==> config.mk <==
export PLATFORM = sky130hd
export DESIGN_NAME = asym_sdp_buffer
export DESIGN_NICKNAME = d
export VERILOG_FILES = /design/src/rtl/asym_sdp_buffer.sv
export SDC_FILE = /design/constraint.sdc
export NUM_CORES = 2
export LEC_CHECK = 0
export BUFFER_PORTS_ARGS = -buffer_cell sky130_fd_sc_hd__buf_2
export CORE_MARGIN = 2
export CORE_UTILIZATION = 63
export DETAILED_ROUTE_END_ITERATION = 10
export PLACE_DENSITY = 0.79
export SKIP_LAST_GASP = 1
export SYNTH_ARGS = -nofsm -noshare
export SYNTH_HDL_FRONTEND = slang
export SYNTH_SLANG_ARGS = --single-unit
==> constraint.sdc <==
create_clock -name clka -period 2.8 [get_ports clka]
set_input_delay 0.7 -clock clka [delete_from_list [all_inputs] [get_ports clka]]
set_output_delay 0.7 -clock clka [all_outputs]
set_load 0.05 [all_outputs]
==> src/rtl/asym_sdp_buffer.sv <==
// Asymmetric simple dual-port buffer on a single clock.
// Narrow write port and wide read port. Each read word holds RATIO write lanes.
// The array has no reset so it can map onto block RAM. Only the read pipeline
// and its valid bits are reset.
module asym_sdp_buffer #(
   parameter int unsigned WRITE_WIDTH  = 8,
   parameter int unsigned RATIO        = 4,
   parameter int unsigned BUFFER_DEPTH = 128,
   parameter int unsigned READ_LATENCY = 2,
   parameter int unsigned BYTE_EN      = 0,
   localparam int unsigned READ_WIDTH  = WRITE_WIDTH * RATIO,
   localparam int unsigned RAW         = $clog2(BUFFER_DEPTH),
   localparam int unsigned WAW         = RAW + $clog2(RATIO),
   localparam int unsigned SW          = (BYTE_EN != 0) ? WRITE_WIDTH / 8 : 1
) (
   input  logic                  clka,
   input  logic                  rstb,
   input  logic                  wr_en,
   input  logic [WAW-1:0]        wr_addr,
   input  logic [WRITE_WIDTH-1:0] wr_data,
   input  logic [SW-1:0]         wr_strb,
   input  logic                  rd_en,
   input  logic [RAW-1:0]        rd_addr,
   input  logic                  rd_regce,
   output logic [READ_WIDTH-1:0] rd_data,
   output logic                  rd_valid,
   output logic                  wr_oob
);

   localparam int unsigned LB  = $clog2(RATIO);
   // Write granule: a byte with strobes, otherwise a whole lane.
   localparam int unsigned GW  = (BYTE_EN != 0) ? 8 : WRITE_WIDTH;
   localparam int unsigned GPL = WRITE_WIDTH / GW;
   localparam int unsigned NG  = READ_WIDTH / GW;
   localparam logic [RAW:0] DEPTH_V = BUFFER_DEPTH[RAW:0];

   logic [READ_WIDTH-1:0] mem [BUFFER_DEPTH];

   logic [RAW-1:0]        widx;
   logic [31:0]           wlane;
   logic                  wr_inrange;
   logic                  wr_go;
   logic [NG-1:0]         gwe;
   logic [READ_WIDTH-1:0] wdata_rep;
   logic                  wr_oob_q;

   logic                  rd_inrange;
   logic [READ_WIDTH-1:0] ram_q;
   logic                  s1_valid_q;
   logic                  s1_zero_q;
   logic [READ_WIDTH-1:0] s1_data;

   assign widx = wr_addr[WAW-1 -: RAW];

   if (RATIO > 1) begin : g_lane
      assign wlane = 32'(wr_addr[LB-1:0]);
   end else begin : g_nolane
      assign wlane = '0;
   end

   assign wr_inrange = {1'b0, widx} < DEPTH_V;
   // Writes are dropped while reset is held as well as when out of range.
   assign wr_go      = wr_en & rstb & wr_inrange;
   assign wdata_rep  = {RATIO{wr_data}};
   assign wr_oob     = wr_oob_q;

   // Per-granule write enables for the addressed lane.
   always_comb begin
      gwe = '0;
      for (int g = 0; g < NG; g++) begin
         if (wr_go && ((g / GPL) == wlane)) begin
            gwe[g] = (BYTE_EN != 0) ? wr_strb[g % GPL] : 1'b1;
         end
      end
   end

   // Array write port, no reset so it infers as block RAM.
   always_ff @(posedge clka) begin
      for (int g = 0; g < NG; g++) begin
         if (gwe[g]) begin
            mem[widx][g*GW +: GW] <= wdata_rep[g*GW +: GW];
         end
      end
   end

   // Sticky flag for discarded out-of-range writes.
   always_ff @(posedge clka or negedge rstb) begin
      if (!rstb) begin
         wr_oob_q <= 1'b0;
      end else if (wr_en && !wr_inrange) begin
         wr_oob_q <= 1'b1;
      end
   end

   assign rd_inrange = {1'b0, rd_addr} < DEPTH_V;

   // Array read register (stage 1); read-first against a same-edge write.
   always_ff @(posedge clka) begin
      if (rd_en && rd_inrange) begin
         ram_q <= mem[rd_addr];
      end
   end

   // Stage-1 valid plus a zero mask covering out-of-range reads and reset.
   always_ff @(posedge clka or negedge rstb) begin
      if (!rstb) begin
         s1_valid_q <= 1'b0;
         s1_zero_q  <= 1'b1;
      end else begin
         s1_valid_q <= rd_en;
         if (rd_en) begin
            s1_zero_q <= !rd_inrange;
         end
      end
   end

   assign s1_data = s1_zero_q ? '0 : ram_q;

   if (READ_LATENCY == 1) begin : g_lat1
      logic unused_regce;
      assign unused_regce = rd_regce;
      assign rd_data      = s1_data;
      assign rd_valid     = s1_valid_q;
   end else begin : g_pipe
      localparam int unsigned NP = READ_LATENCY - 1;

      logic [READ_WIDTH-1:0] pdata_q   [NP];
      logic [NP-1:0]         pvalid_q;
      logic [READ_WIDTH-1:0] pin_data  [NP];
      logic [NP-1:0]         pin_valid;

      // Input of each pipeline register: stage 1 feeds the first one.
      always_comb begin
         pin_data[0]  = s1_data;
         pin_valid[0] = s1_valid_q;
         for (int k = 1; k < NP; k++) begin
            pin_data[k]  = pdata_q[k-1];
            pin_valid[k] = pvalid_q[k-1];
         end
      end

      // Pipeline registers; the last one only loads under rd_regce.
      always_ff @(posedge clka or negedge rstb) begin
         if (!rstb) begin
            pvalid_q <= '0;
            for (int k = 0; k < NP; k++) begin
               pdata_q[k] <= '0;
            end
         end else begin
            for (int k = 0; k < NP - 1; k++) begin
               pvalid_q[k] <= pin_valid[k];
               if (pin_valid[k]) begin
                  pdata_q[k] <= pin_data[k];
               end
            end
            pvalid_q[NP-1] <= pin_valid[NP-1] & rd_regce;
            if (pin_valid[NP-1] && rd_regce) begin
               pdata_q[NP-1] <= pin_data[NP-1];
            end
         end
      end

      assign rd_data  = pdata_q[NP-1];
      assign rd_valid = pvalid_q[NP-1];
   end

endmodule

==> impl_metrics.yaml <==
power:
  power.leakage_nw: 60.10
  power_density_mw_per_mm2: 707.1
  peakVddDrop_uv: 614.5
  switching_share_pct: 21.81
  p_switching_mw: 28.88
  p_seq_share_pct: 52.0
  internal_power_mw: 103.5
  combPwrFrac_pct: 5.8
  pwr-share-clk_pct: 42.2
global_routing:
  grt_usage_pct: 37.97
  grt_pass1_vias: 85650
  grt_max_degree: 137
  antenna_found_initial: 35
  gr-total-overflow: 0
  grt_pass1_wl_mm: 672.4
route:
  routed_via_density: 7.368
  wl_per_cell_um: 42.46
  vias: 85190
  first_iter_violations: 16660
  routed_wl_mm: 490.9
  final_antenna_net_count: 0
  drcViolationCount: 0
  dr.pass1.iters: 8
setup_path:
  worst-endpoint-arrival_ns: 3.65
  worstPathRequired_ns: 3.55
  cp-end-kind: "register"
  crit_fanout: 16
  timing_worst_setup_path_type: "input pin to register"
  cp-start-kind: "input pin"
yosys:
  synth_compound_area_share_pct: 0.1000
  syn_inst: 6700
  synthSimpleGateAreaFrac_pct: 1.828
  synthMuxAreaShare_pct: 19.13
  synth_seq_cells: 4163
  postSynthAreaPerCell_um2: 23.90
  synth_area_mm2: 0.1601
  synthDistinctLibCells: 25
  yosysWarnings: 0
  synthAdderAreaFrac_pct: 0
  synth_nets: 6730
  synth-xor-area-share_pct: 0
  synth_top_family_by_area: "multiplexers"
  ys_seq_area_share_pct: 77.97
clocking:
  clockRootBuffer: "clkbuf_16"
  cts.sinks: 4163
  clock_latency_ns: 1.04
  clock_path_buffers: 4
  cts_tree: "yes"
  htree_levels: 5
  numCtsBuffers: 410
  clkTransAtPathRegs_ns: 0.07
placement:
  io_buffers: 61
  dpl.hpwl_mm: 273.1
  pre_cts_slack_ns: -1.175
  place_congestion: 0.9015
floorplanning:
  die_x_um: 508.1
  core_mm2: 0.2535
  rows: 185
  dieArea_mm2: 0.2582
  pin_count: 64
  start_util_pct: 63.17
  die_y_um: 508.1
timing:
  finalCritPeriodShare_pct: 103.6
  drv_slew: 0
  fin_skew_ns: 0.06364
  grt_setup_unrepaired: "yes"
  min_period_ns: 2.900
  hold_ws_ns: 0.05962
  fmax_mhz: 344.8
  tightest_slew_ns: 0.8737
  layout_setup_ws_ns: -0.1002
  slew_headroom_pct: 41.75
  setup_viol: 17
  hold_viol: 0
final_layout:
  layout_commonest_cell: "edfxtp_1"
  area_delta_synth_final_pct: 16.96
  mostFrequentLayoutCells: "edfxtp_1, mux4_2, buf_4, nor2_1, clkbuf_16"
  drive_gt1_share_pct: 37.93
  final_nets: 7895
  fillerInstances: 12400
flow_run:
  cap_violations: 0
outcome:
  failed_checks: "setup timing"
  status: "finished, violations left"
worst_hold_path:
  hold_path_class: "input pin to register"
power groups by stage:
stage / logic, mW / clock network, mW / registers [mW]
after CTS: 7.32 / 55.4 / 68.8
final: 7.70 / 55.9 / 68.8
after detailed placement: 7.02 / 0 / 70.1
after floorplan: 3.48 / 0 / 70.3
after global routing: 7.77 / 57.8 / 68.8
after global placement: 6.80 / 0 / 70.1
sequential cells by signal (all words and copies together), names as in the netlist:
register          cells
g_pipe.pin_valid      1
mem                4096
ram_q                32
rd_data              32
rd_valid              1
s1_zero_q             1
cell type report:
| cell class | count | area [um2] | area share, % |
|---|---|---|---|
| well taps | 3366 | 4212 | 2.249 |
| inverters | 1 | 3.754 | 0.002005 |
| multi-input cells | 2152 | 33760 | 18.03 |
| diodes | 23 | 57.56 | 0.03074 |
| clock inverters | 238 | 2535 | 1.354 |
| flip-flops and latches | 4163 | 124800 | 66.67 |
| repair buffers | 1137 | 11200 | 5.981 |
| clock buffers | 481 | 10650 | 5.689 |
critical path, stage by stage:
cell and delay [ns]:
buf_8 0.18, buf_12 0.25, buf_12 0.25, buf_4 0.21
mux4_2 0.44, mux4_2 0.56, mux4_2 0.64, mux2_2 0.33
metal layers:
layer | GRT usage (%) | up-vias | share of wire, %
met5 | 0 | - | 0.045
met4 | 27.49 | 28 | 9.6
met3 | 8.463 | 2055 | 13
met2 | 60.62 | 8880 | 48
li1 | - | 30850 | -
met1 | 46.43 | 43380 | 29
timing repair:
| item | CTS | global route |
|---|---|---|
| pin swaps | 0 | 0 |
| hold buffers | 1 | 0 |
| endpoints found under the hold margin | 11 | 0 |
| resized for setup | 17 | 15 |
| endpoints found under the setup margin | 14 | 22 |
| buffers inserted | 16 | 34 |
| cloned | 3 | 5 |
through the flow:
stage	util (%)	TNS, ns	total power, mW	std cells	cell area [um2]
after floorplan	-	-11.16	73.80	6700	161100
after global placement	68.34	-30.55	76.92	10760	173200
after detailed placement	68.34	-31.34	77.15	10760	173200
after CTS	73.68	-0.008030	131.5	11500	186700
after global routing	73.86	-0.1728	134.3	11540	187200
final	73.88	-0.7644	132.4	11560	187300
worst paths after layout:
path | cells past startpoint | from | to | slack [ns]
min in group asynchronous | 3 | rstb | rd_data[6]$_DFFE_PN0P_ | 0.59
max in group asynchronous | 3 | rstb | s1_zero_q$_DFFE_PN1P_ | 1.84
min | 1 | wr_data[0] | mem[22][24]$_DFFE_PP_ | 0.06
min reg2reg | 2 | rd_data[8]$_DFFE_PN0P_ | rd_data[8]$_DFFE_PN0P_ | 0.49
max reg2reg | 4 | mem[127][14]$_DFFE_PP_ | ram_q[14]$_DFFE_PP_ | -0.05
max | 8 | rd_addr[2] | ram_q[15]$_DFFE_PP_ | -0.10
synth_stat cells:
master    instances  area (um2)
mux4_2         1344       30270
or3_1             1       6.260
buf_2            69       345.3
buf_4             2       15.01
nand4_1           1       6.260
nand2b_1         36       225.2
dfrtp_1          34       850.8
nand2_1         166       623.1
conb_1            1       3.750
and3_1            1       6.260
nor3_1            7       35.03
dfstp_2           1       26.28
inv_1             1       3.750
clkbuf_1        241       904.6
nor4_1            1       6.260
nor2b_1           1       6.260
edfxtp_1       4128      124000
o21ai_0          32       160.2
nor2_1          523        1963
nand4b_1          1       8.760
nor3b_1           3       22.52
and3b_1           2       17.52
buf_6             2       22.52
mux2_2           32       360.4
buf_1            70       262.8
logic make-up after synthesis:
family | after synthesis
AND/OR/NAND/NOR | 743
AO/OA/AOI/OAI | 32
buffers and inverters | 385
other | 1
multiplexers | 1376
flip-flops | 4163
(Power assumes the default switching activity.)
